==> src/rtl/add_arb_pkg.sv <==
// add_arb_pkg: shared types for the add_wrap arbiter (FSM states, tag, operand).
package add_arb_pkg;
   localparam int TAG_W = 3;
   typedef enum logic [1:0] {ST_RUN, ST_DRAIN, ST_DONE} state_e;
   typedef logic [TAG_W-1:0] tag_t;
   typedef logic [63:0] op_t;
endpackage

==> src/rtl/add_arb_tagq.sv <==
// add_arb_tagq: synchronous tag FIFO remembering which requester owns each in-flight add.
module add_arb_tagq
   import add_arb_pkg::*;
#(
   parameter int DEPTH = 32
) (
   input  logic ck,
   input  logic rst,
   input  logic push,
   input  logic pop,
   input  tag_t wr_tag,
   output tag_t rd_tag,
   output logic empty,
   output logic full
);
   localparam int AW = $clog2(DEPTH);
   logic [AW:0] wp_q, wp_d, rp_q, rp_d;
   tag_t mem_q [DEPTH];
   always_comb begin
      wp_d = push ? wp_q + (AW+1)'(1) : wp_q;
      rp_d = pop ? rp_q + (AW+1)'(1) : rp_q;
   end
   always_ff @(posedge ck or negedge rst) begin
      if (!rst) begin
         wp_q <= '0;
         rp_q <= '0;
      end else begin
         wp_q <= wp_d;
         rp_q <= rp_d;
      end
   end
   always_ff @(posedge ck) begin
      if (push) mem_q[wp_q[AW-1:0]] <= wr_tag;
   end
   assign rd_tag = mem_q[rp_q[AW-1:0]];
   assign empty  = wp_q == rp_q;
   assign full   = (wp_q[AW] != rp_q[AW]) && (wp_q[AW-1:0] == rp_q[AW-1:0]);
endmodule

==> src/rtl/add_arb.sv <==
// add_arb: round-robin arbiter sharing one add_wrap among NREQ requesters, with drain.
// Defining ADD_ARB_STATS_EN adds stat_grant/stat_stall counters.
module add_arb
   import add_arb_pkg::*;
#(
   parameter int NREQ    = 4,
   parameter int MAX_OUT = 32
) (
   input  logic              ck,
   input  logic              rst,
   input  logic [NREQ-1:0]   req_vld,
   input  logic [NREQ*64-1:0] req_a,
   input  logic [NREQ*64-1:0] req_b,
   output logic [NREQ-1:0]   req_rdy,
   output logic              add_vld,
   output logic [63:0]       add_a,
   output logic [63:0]       add_b,
   input  logic              add_rdy,
   input  logic              add_res_vld,
   input  logic [63:0]       add_res,
   output logic [NREQ-1:0]   rsp_vld,
   output logic [63:0]       rsp_res,
   input  logic              drain_req,
   output logic              drain_ack,
   output logic              err
`ifdef ADD_ARB_STATS_EN
   ,
   output logic [NREQ*32-1:0] stat_grant,
   output logic [31:0]        stat_stall
`endif
);
   localparam int CW = $clog2(MAX_OUT) + 1;
   localparam logic [CW-1:0] FULL_C = CW'(MAX_OUT);
   state_e state_q, state_d;
   tag_t ptr_q, ptr_d, gnt_tag, pop_tag;
   logic [CW-1:0] out_q, out_d;
   logic err_q, err_d, add_vld_q, add_vld_d, xfer, pop, q_empty, q_full, can_gnt;
   op_t add_a_q, add_a_d, add_b_q, add_b_d, rsp_res_q, rsp_res_d, sel_a, sel_b;
   logic [NREQ-1:0] rsp_vld_q, rsp_vld_d, rdy;
   logic [2*NREQ-1:0] rot;
   // Rotate requests so bit 0 is the pointer; the lowest set bit wins.
   always_comb begin
      can_gnt = state_q == ST_RUN && !drain_req && add_rdy && out_q < FULL_C && !q_full;
      rot = {req_vld, req_vld} >> ptr_q;
      gnt_tag = '0;
      for (int k = NREQ - 1; k >= 0; k--)
         if (rot[k]) gnt_tag = tag_t'((int'(ptr_q) + k) % NREQ);
      sel_a = '0;
      sel_b = '0;
      for (int k = 0; k < NREQ; k++) begin
         rdy[k] = can_gnt && (|req_vld) && gnt_tag == tag_t'(k);
         sel_a = sel_a | ({64{rdy[k]}} & req_a[64*k +: 64]);
         sel_b = sel_b | ({64{rdy[k]}} & req_b[64*k +: 64]);
      end
      xfer = |rdy;
   end
   always_comb begin
      pop = add_res_vld && !q_empty;
      err_d = err_q | (add_res_vld && q_empty);
      out_d = out_q + CW'(xfer) - CW'(pop);
      ptr_d = xfer ? ((gnt_tag == tag_t'(NREQ - 1)) ? '0 : gnt_tag + tag_t'(1)) : ptr_q;
      add_vld_d = xfer;
      add_a_d = xfer ? sel_a : add_a_q;
      add_b_d = xfer ? sel_b : add_b_q;
      for (int k = 0; k < NREQ; k++) rsp_vld_d[k] = pop && pop_tag == tag_t'(k);
      rsp_res_d = pop ? add_res : rsp_res_q;
      state_d = (state_q == ST_RUN && drain_req) ? ST_DRAIN :
                (state_q == ST_DRAIN && out_q == '0 && !add_vld_q) ? ST_DONE :
                (state_q == ST_DONE && !drain_req) ? ST_RUN : state_q;
   end
   always_ff @(posedge ck or negedge rst) begin
      if (!rst) begin
         state_q   <= ST_RUN;
         ptr_q     <= '0;
         out_q     <= '0;
         err_q     <= 1'b0;
         add_vld_q <= 1'b0;
         add_a_q   <= '0;
         add_b_q   <= '0;
         rsp_vld_q <= '0;
         rsp_res_q <= '0;
      end else begin
         state_q   <= state_d;
         ptr_q     <= ptr_d;
         out_q     <= out_d;
         err_q     <= err_d;
         add_vld_q <= add_vld_d;
         add_a_q   <= add_a_d;
         add_b_q   <= add_b_d;
         rsp_vld_q <= rsp_vld_d;
         rsp_res_q <= rsp_res_d;
      end
   end
   add_arb_tagq #(.DEPTH(MAX_OUT)) u_tagq (
      .ck    (ck),
      .rst   (rst),
      .push  (xfer),
      .pop   (pop),
      .wr_tag(gnt_tag),
      .rd_tag(pop_tag),
      .empty (q_empty),
      .full  (q_full)
   );
`ifdef ADD_ARB_STATS_EN
   logic [NREQ*32-1:0] stat_grant_q, stat_grant_d;
   logic [31:0] stat_stall_q, stat_stall_d;
   always_comb begin
      for (int k = 0; k < NREQ; k++)
         stat_grant_d[32*k +: 32] = stat_grant_q[32*k +: 32] + 32'(rdy[k]);
      stat_stall_d = stat_stall_q + 32'((|req_vld) && !xfer);
   end
   always_ff @(posedge ck or negedge rst) begin
      if (!rst) begin
         stat_grant_q <= '0;
         stat_stall_q <= '0;
      end else begin
         stat_grant_q <= stat_grant_d;
         stat_stall_q <= stat_stall_d;
      end
   end
   assign stat_grant = stat_grant_q;
   assign stat_stall = stat_stall_q;
`endif
   assign req_rdy   = rdy;
   assign add_vld   = add_vld_q;
   assign add_a     = add_a_q;
   assign add_b     = add_b_q;
   assign rsp_vld   = rsp_vld_q;
   assign rsp_res   = rsp_res_q;
   assign drain_ack = state_q == ST_DONE;
   assign err       = err_q;
endmodule

==> config.mk <==
export PLATFORM = sky130hd
export DESIGN_NAME = add_arb
export DESIGN_NICKNAME = d
export VERILOG_FILES = /design/src/rtl/add_arb_pkg.sv /design/src/rtl/add_arb_tagq.sv /design/src/rtl/add_arb.sv
export SDC_FILE = /design/constraint.sdc
export NUM_CORES = 1
export LEC_CHECK = 0
export CAP_MARGIN = 20
export CELL_PAD_IN_SITES_DETAIL_PLACEMENT = 0
export CELL_PAD_IN_SITES_GLOBAL_PLACEMENT = 2
export CORE_AREA = 2 2 308 310
export DETAILED_ROUTE_END_ITERATION = 10
export DIE_AREA = 0 0 310 312
export PLACE_DENSITY_LB_ADDON = 0.1
export SLEW_MARGIN = 20
export SYNTH_ARGS = -nofsm -noshare
export SYNTH_HDL_FRONTEND = slang
export SYNTH_HIERARCHICAL = 1
export SYNTH_SLANG_ARGS = --single-unit
==> constraint.sdc <==
create_clock -name ck -period 3.45 [get_ports ck]
set_clock_uncertainty 0.1 [all_clocks]
set_input_delay 0.5175 -clock ck [delete_from_list [all_inputs] [get_ports ck]]
set_output_delay 0.5175 -clock ck [all_outputs]
set_load 0.02 [all_outputs]
Word level (Yosys, flattened, before mapping)
Memories as Yosys holds them, arrays and structs flattened.
Cells that the tools add are included.
- reduce and logical (&&, ||, !) cells: 34
- muxes and demuxes: 10
- $add $sub $neg: 8
- bitwise logic cells: 18
- eq/ne operators: 11
- shifts and indexed selects: 1
- div/mod/pow operators: 0
- multipliers: 0
- order comparisons: 1
- operators by type and width (cell ; number):
    $and A64 B64 Y64 ; 8
    $or A64 B64 Y64 ; 6
    $logic_and A1 B1 Y1 ; 20
    $mux W3 ; 5
    $add A6 B1 Y6 const B ; 2
    $eq A3 B2 Y1 const B ; 4
    $reduce_or A4 Y1 ; 2
    $shr A8 B3 Y4 ; 1
    $add A6 B1 Y6 ; 1
    $eq A3 B1 Y1 const B ; 2
    $eq A6 B6 Y1 ; 1
    $logic_not A3 Y1 ; 2
    $logic_not A6 Y1 ; 1
    $lt A6 B6 Y1 const B ; 1
    $mux W2 ; 3
    $reduce_or A2 Y1 ; 3
    $sub A6 B1 Y6 ; 1
    $eq A5 B5 Y1 ; 1
    $add A2 B2 Y2 const B ; 2
    $logic_not A1 Y1 ; 4
    $add A3 B1 Y3 const B ; 1
    $and A1 B1 Y1 const A ; 3
    $reduce_bool A3 Y1 ; 1
    $add A2 B1 Y2 const B ; 1
    other kinds (6) ; 7
- bits in writable memories: 96
- latch bits: 0
- memories kept: 1
- ROM bits: 0
- register bits: 221
- logic and storage cells: 95
- input port bits: 585
- output and inout port bits: 203
- memories (name ; depth ; width ; rd ports ; clocked after memory_dff ; wr ports ; line ; RTL):
    u_tagq.mem_q ; 32 ; 3 ; 1 ; 0 ; 1 ; add_arb_tagq.sv:18 ; tag_t mem_q [DEPTH];

Logic depth before layout (Yosys ltp)
- depth in word-level cells: 13
- mapped depth: 17
- mapped depth without buffers: 14

By module
The synthesis kept the hierarchy.
- by module, submodules not included (module ; area an instance (um^2) ; instances ; cells an instance ; sequential area each (um^2)):
    add_arb ; 10762.8 ; 1 ; 1076 ; 5205.0
    add_arb_tagq ; 4585.6 ; 1 ; 281 ; 3183.1

Least setup slack after synthesis
OpenSTA, ideal clock, no wires.
- path type: register -> register
- start point: register ptr_q[1]
- end point: register out_q[4]
- slack: -353 ps
- period minus slack after synthesis: 3803 ps
- stages on the path, launching flop included: 17
- library setup time: 128 ps
- data arrival time: 3575 ps
- path buffers: 2
- data required time: 3222 ps
- cells stage by stage: dfrtp_1 clkbuf_1 mux2i_1 o221ai_1 inv_1 ha_1 nor4_1 nor4_2 buf_2 inv_1 ha_1 inv_1 ha_1 fa_1 a21oi_1 o21bai_1 xor2_1
- elaborated cells between the ends (all ways): 25
- those cells by class: add/sub (5); eq/ne (3); shift (1); mux (4); bitwise (3); reduce/logical (9)
- RTL lines (item ; line ; RTL):
    from (decl) ; add_arb.sv:35 ; tag_t ptr_q, ptr_d, gnt_tag, pop_tag;
    from (signal assigned) ; add_arb.sv:84 ; ptr_q <= ptr_d;
    $shr A8 B3 Y4 (*) ; add_arb.sv:44 ; rot = {req_vld, req_vld} >> ptr_q;
    $mux W3 (3 in a row) ; add_arb.sv:47 ; if (rot[k]) gnt_tag = tag_t'((int'(ptr_q) + k) % NREQ);
    $mux W3 (*) ; add_arb.sv:47 ;
    via gnt_tag[0] ; add_arb.sv:35 ;
    $eq A3 B1 Y1 (tied with other cells) ; add_arb.sv:51 ; rdy[k] = can_gnt && (|req_vld) && gnt_tag == tag_t'(k);
    $logic_and A1 B1 Y1 ; add_arb.sv:51 ;
    $reduce_or A4 Y1 (*) ; add_arb.sv:55 ; xfer = |rdy;
    via add_vld_d ; add_arb.sv:37 ; logic err_q, err_d, add_vld_q, add_vld_d, xfer, pop, q_empty, q_full, can_gnt;
    $add A6 B1 Y6 (*) ; add_arb.sv:60 ; out_d = out_q + CW'(xfer) - CW'(pop);
    $sub A6 B1 Y6 (*) ; add_arb.sv:60 ;
    via out_d[4] ; add_arb.sv:36 ; logic [CW-1:0] out_q, out_d;
    to (signal assigned) ; add_arb.sv:85 ; out_q <= out_d;
    to (decl) ; add_arb.sv:36 ;
Mark *: on every way through the listed nets, which the timed path passes. The rest lies on a longest branch.
A chain may end at the register's enable or synchronous reset.

Worst setup path in the final report
- start point: register ptr_q[1]
- end point: register add_b_q[28], in the netlist add_b[28]
- elaborated cells between the ends (all ways): 30
- those cells by class: add/sub (3); eq/ne (3); shift (1); mux (4); bitwise (10); reduce/logical (9)
- RTL lines (item ; line ; RTL):
    $shr A8 B3 Y4 (*) ; add_arb.sv:44 ;
    $mux W3 (3 in a row) ; add_arb.sv:47 ;
    $mux W3 (*) ; add_arb.sv:47 ;
    via gnt_tag[0] ; add_arb.sv:35 ;
    $eq A3 B1 Y1 / $logic_not A3 Y1 (equally long branches) ; add_arb.sv:51 ;
    $logic_and A1 B1 Y1 ; add_arb.sv:51 ;
    $and A64 B64 Y64 ; add_arb.sv:53 ; sel_b = sel_b | ({64{rdy[k]}} & req_b[64*k +: 64]);
    $or A64 B64 Y64 (3 in a row) ; add_arb.sv:53 ;
    to (signal assigned) ; add_arb.sv:79 ; add_b_q <= '0;
    to (signal assigned) ; add_arb.sv:89 ; add_b_q <= add_b_d;
    to (decl) ; add_arb.sv:38 ; op_t add_a_q, add_a_d, add_b_q, add_b_d, rsp_res_q, rsp_res_d, sel_a, sel_b;
Marked as above.

==> flow_summary_export.csv <==
group,metric,value,unit
die,die_area,96700,sq um
worst_setup_path,worstPathCellList,"or3b_2 > o221ai_1 > inv_2 > ha_4 > buf_4 > buf_12 > buf_12 > a22oi_1 > buf_4 > nand2_1 > mux2_2",
synthesis,synth_async_sr_flop_share,0.696,
global_route,globalRouteOverflowTotal,0,
synthesis,synth.top_cell.area_share,0.359,
sta,tightest_slew,0.914,ns
route,initialDrtViolationCount,743,
route,post-route-drc-count,0,
die,io-pin-count,788,
synthesis,syn-mean-instance-area,11.3,sq um
sta,relative_slew_slack,0.391,
cts,htreeDepth,2,
synthesis,synth_top_flop_cell,"dfrtp_1",
global_route,grt_util_met2,0.321,
run_status,status,"completed",
worst_setup_path,path_class,"reg -> reg",
sta,grt_setup_unrepaired,"false",
cts,tritoncts_buffers,42,
cts,clockBufferDepth,3,
synthesis,ff_latch_count_synth,316,
worst_setup_path,setup_crit_end_kind,"flip-flop",
place,gpl.final_weighted_congestion,0.796,
layout,area_of_the_multi_input_gates,6620,sq um
cts,worst_setup_hold_path_clk_slew,0.06,ns
global_route,met1_usage,0.193,
global_route,use_met3,0.0719,
route,final_antenna_net_count,0,
sta,timing.final.max_slew_violations,0,
layout,area.growth.synth_to_final,74.3,%
cts,clk_root_buffer_cell,"clkbuf_16",
sta,finalCriticalPeriod,3.33,ns
job,drv.max_cap_violation_count,0,
die,starting_density_of_the_core,0.165,
route,routed_wl,91500,um
synthesis,commonest_cells_in_the_synthesized_netlist,"332 x nand2_1, 258 x a22oi_1, 220 x dfrtp_1, 96 x edfxtp_1, 80 x mux2_1",
synthesis,synth_cells,1357,
cts,buffer_count_from_post_cts_setup_fixing,0,
global_route,vias_in_the_first_global_route,15600,
route,routed_wl_per_cell,25.9,um
sta,fin_crit_sh,0.965,
global_route,gr-usage-all-layers,0.182,
layout,post_route_cells_drive_above_1_share,0.104,
sta,max_clock_freq,300,MHz
global_route,pin_count_of_the_biggest_net_entering_global_routing,117,
place,placement.io_buffers,787,
place,numPlacedInstances,3415,
cts,skew_pair_late_insertion_delay,0.57,ns
synthesis,yosys_warnings,6,
worst_setup_path,critical_path_required,3.80,ns
worst_setup_path,critical_path_arrival,3.67,ns
route,via_per_inst,4.12,
cts,tritoncts,"yes",
cts,numClockSinks,316,
sta,hold_viol,0,
layout,register_area,8390,sq um
place,hpwl,72100,um
sta,finalHoldWorstSlack,0.355,ns
route,dr_total_vias,14500,
worst_setup_path,critPathMaxStageDelay,0.55,ns
layout,filler_cell_count,9837,
worst_setup_path,worst-r2r-cell-count,11,
synthesis,ys_types,59,
die,rows,112,
power_and_ir_drop,cellLeakagePower,0.0110,uW
die,core_area,93000,sq um
layout,fin_util,0.288,
power_and_ir_drop,powerDensity,708,nW/um^2
layout,finish.cell_count_without_fillers,3530,
min_path,worstHoldPathCells,1,
synthesis,post_synth_edffs,96,
route,detailedRoute.firstPassIterationCount,5,
die,die_height,312,um
global_route,grt_pass1_wl,124000,um
power_and_ir_drop,vdd.ir_drop.worst,0.000611,V
worst_setup_path,crit_slowest_cell,"a22oi_1",
min_path,holdCritPathClass,"reg -> reg",
global_route,antenna_found_initial,72,
synthesis,netlist_top_cells_area,"dfrtp_1 36%, edfxtp_1 19%, a22oi_1 13%",
layout,nNetsFinal,2810,
synthesis,netlist.top_cell.by_area,"dfrtp_1",
worst_setup_path,cp_max_fo,44,
worst_setup_path,cp-start-kind,"flip-flop",
synthesis,seq_area_frac_synth,0.547,
sta,setup_viol,0,
synthesis,synthesis.area,15300,sq um
synthesis,post-synth-top-count-cell,"nand2_1",
die,floorplan.die.width,310,um
global_route,grt.busiest_layer,"met2",
[path summary, 6_finish.rpt]
path                                           end  slack (ns)                 start
min in group asynchronous  rsp_res[16]$_DFFE_PN0P_        0.40                   rst
min reg2reg                          err$_DFF_PN0_        0.36         err$_DFF_PN0_
max in group asynchronous     add_a[4]$_DFFE_PN0P_        1.93                   rst
min                                  err$_DFF_PN0_        0.36         err$_DFF_PN0_
max reg2reg                  add_b[28]$_DFFE_PN0P_        0.12  ptr_q[1]$_DFFE_PN0P_
max                          add_b[28]$_DFFE_PN0P_        0.12  ptr_q[1]$_DFFE_PN0P_
[area by class of cell]
type / instances / share of cell area
Inverter: 17 / 0.00239
Clock buffer: 57 / 0.0425
Sequential cell: 316 / 0.314
Timing Repair Buffer: 878 / 0.325
Clock inverter: 18 / 0.00687
Multi-Input combinational cell: 952 / 0.247
Antenna cell: 38 / 0.00355
Tap cell: 1254 / 0.0586
[kinds of logic (layout without fill, tap and decap cells)]
family                   after synthesis  count (layout)  synth area share
XOR/XNOR                              17              17           0.00970
adder cells (fa/ha/maj)               18              18            0.0152
other                                  1              70          0.000244
buffers and inverters                120             970            0.0377
AND/OR/NAND/NOR                      416             416             0.112
AO/OA/AOI/OAI                        301             301             0.146
flip-flops                           316             316             0.547
multiplexers                         168             168             0.133
[critical path, delay by kind of cell (launching register included)]
kind | cells | cell delay [ns]
buf+inv | 5 | 0.87
compound gates | 2 | 0.69
simple gates | 2 | 0.54
flops | 1 | 0.48
mux | 1 | 0.26
fa+ha+maj | 1 | 0.19
[cell usage in the layout (no fill, tap or decap), drive strengths merged, types with 3 or more instances in the layout]
master	n
clkdlybuf4s50	782
nand2	332
a22oi	258
dfrtp	220
mux2	133
edfxtp	96
buf	90
clkbuf	62
diode	38
conb	32
nor2	28
mux2i	22
inv	17
ha	17
clkinv	15
nor3	14
mux4	13
o21ai	10
xnor2	9
xor2	8
nand3	7
a21oi	7
a221oi	5
o221ai	5
and2	5
nor4	5
nor2b	4
nand2b	4
nand3b	3
[power by group]
part	leakage, uW	switching, uW	internal, uW
logic	0.00663	5070	4100
registers	0.00373	548	4940
clock network	0.000642	1810	2470
total	0.0110	7430	11500
[metrics by stage]
step / setup TNS (ns) / total power, uW / instance area [sq um] / worst slack, ns
after floorplan: -0.00803 / 10000 / 15500 / -0.00803
after global placement: -11.05 / 14900 / 25300 / -0.300
after detailed placement: -14.52 / 14900 / 25300 / -0.388
after CTS: 0 / 19400 / 26600 / 0.00863
after global routing: 0 / 20100 / 26700 / 0.0436
final: 0 / 18900 / 26800 / 0.121
[sequential cells by signal, indices dropped and copies added (netlist names), 4 cells and up]
register      flops
add_b            64
out_q             6
rsp_res          64
u_tagq/wp_q       6
u_tagq/mem_q     96
add_a            64
rsp_vld           4
u_tagq/rp_q       6
[routing by layer]
| layer | wire length, um | vias up |
|---|---|---|
| li1 | - | 6713 |
| met1 | 33600 | 7128 |
| met2 | 46500 | 498 |
| met3 | 8720 | 152 |
| met4 | 2490 | 38 |
| met5 | 244 | - |
[repair_timing]
action                                 CTS  global route
setup endpoints to repair                4            20
pin swaps                                1             0
hold buffers                             1             0
gates resized for setup                  8            10
endpoints found under the hold margin   67             0
gates cloned                             0             1
(Power assumes the default switching activity.)
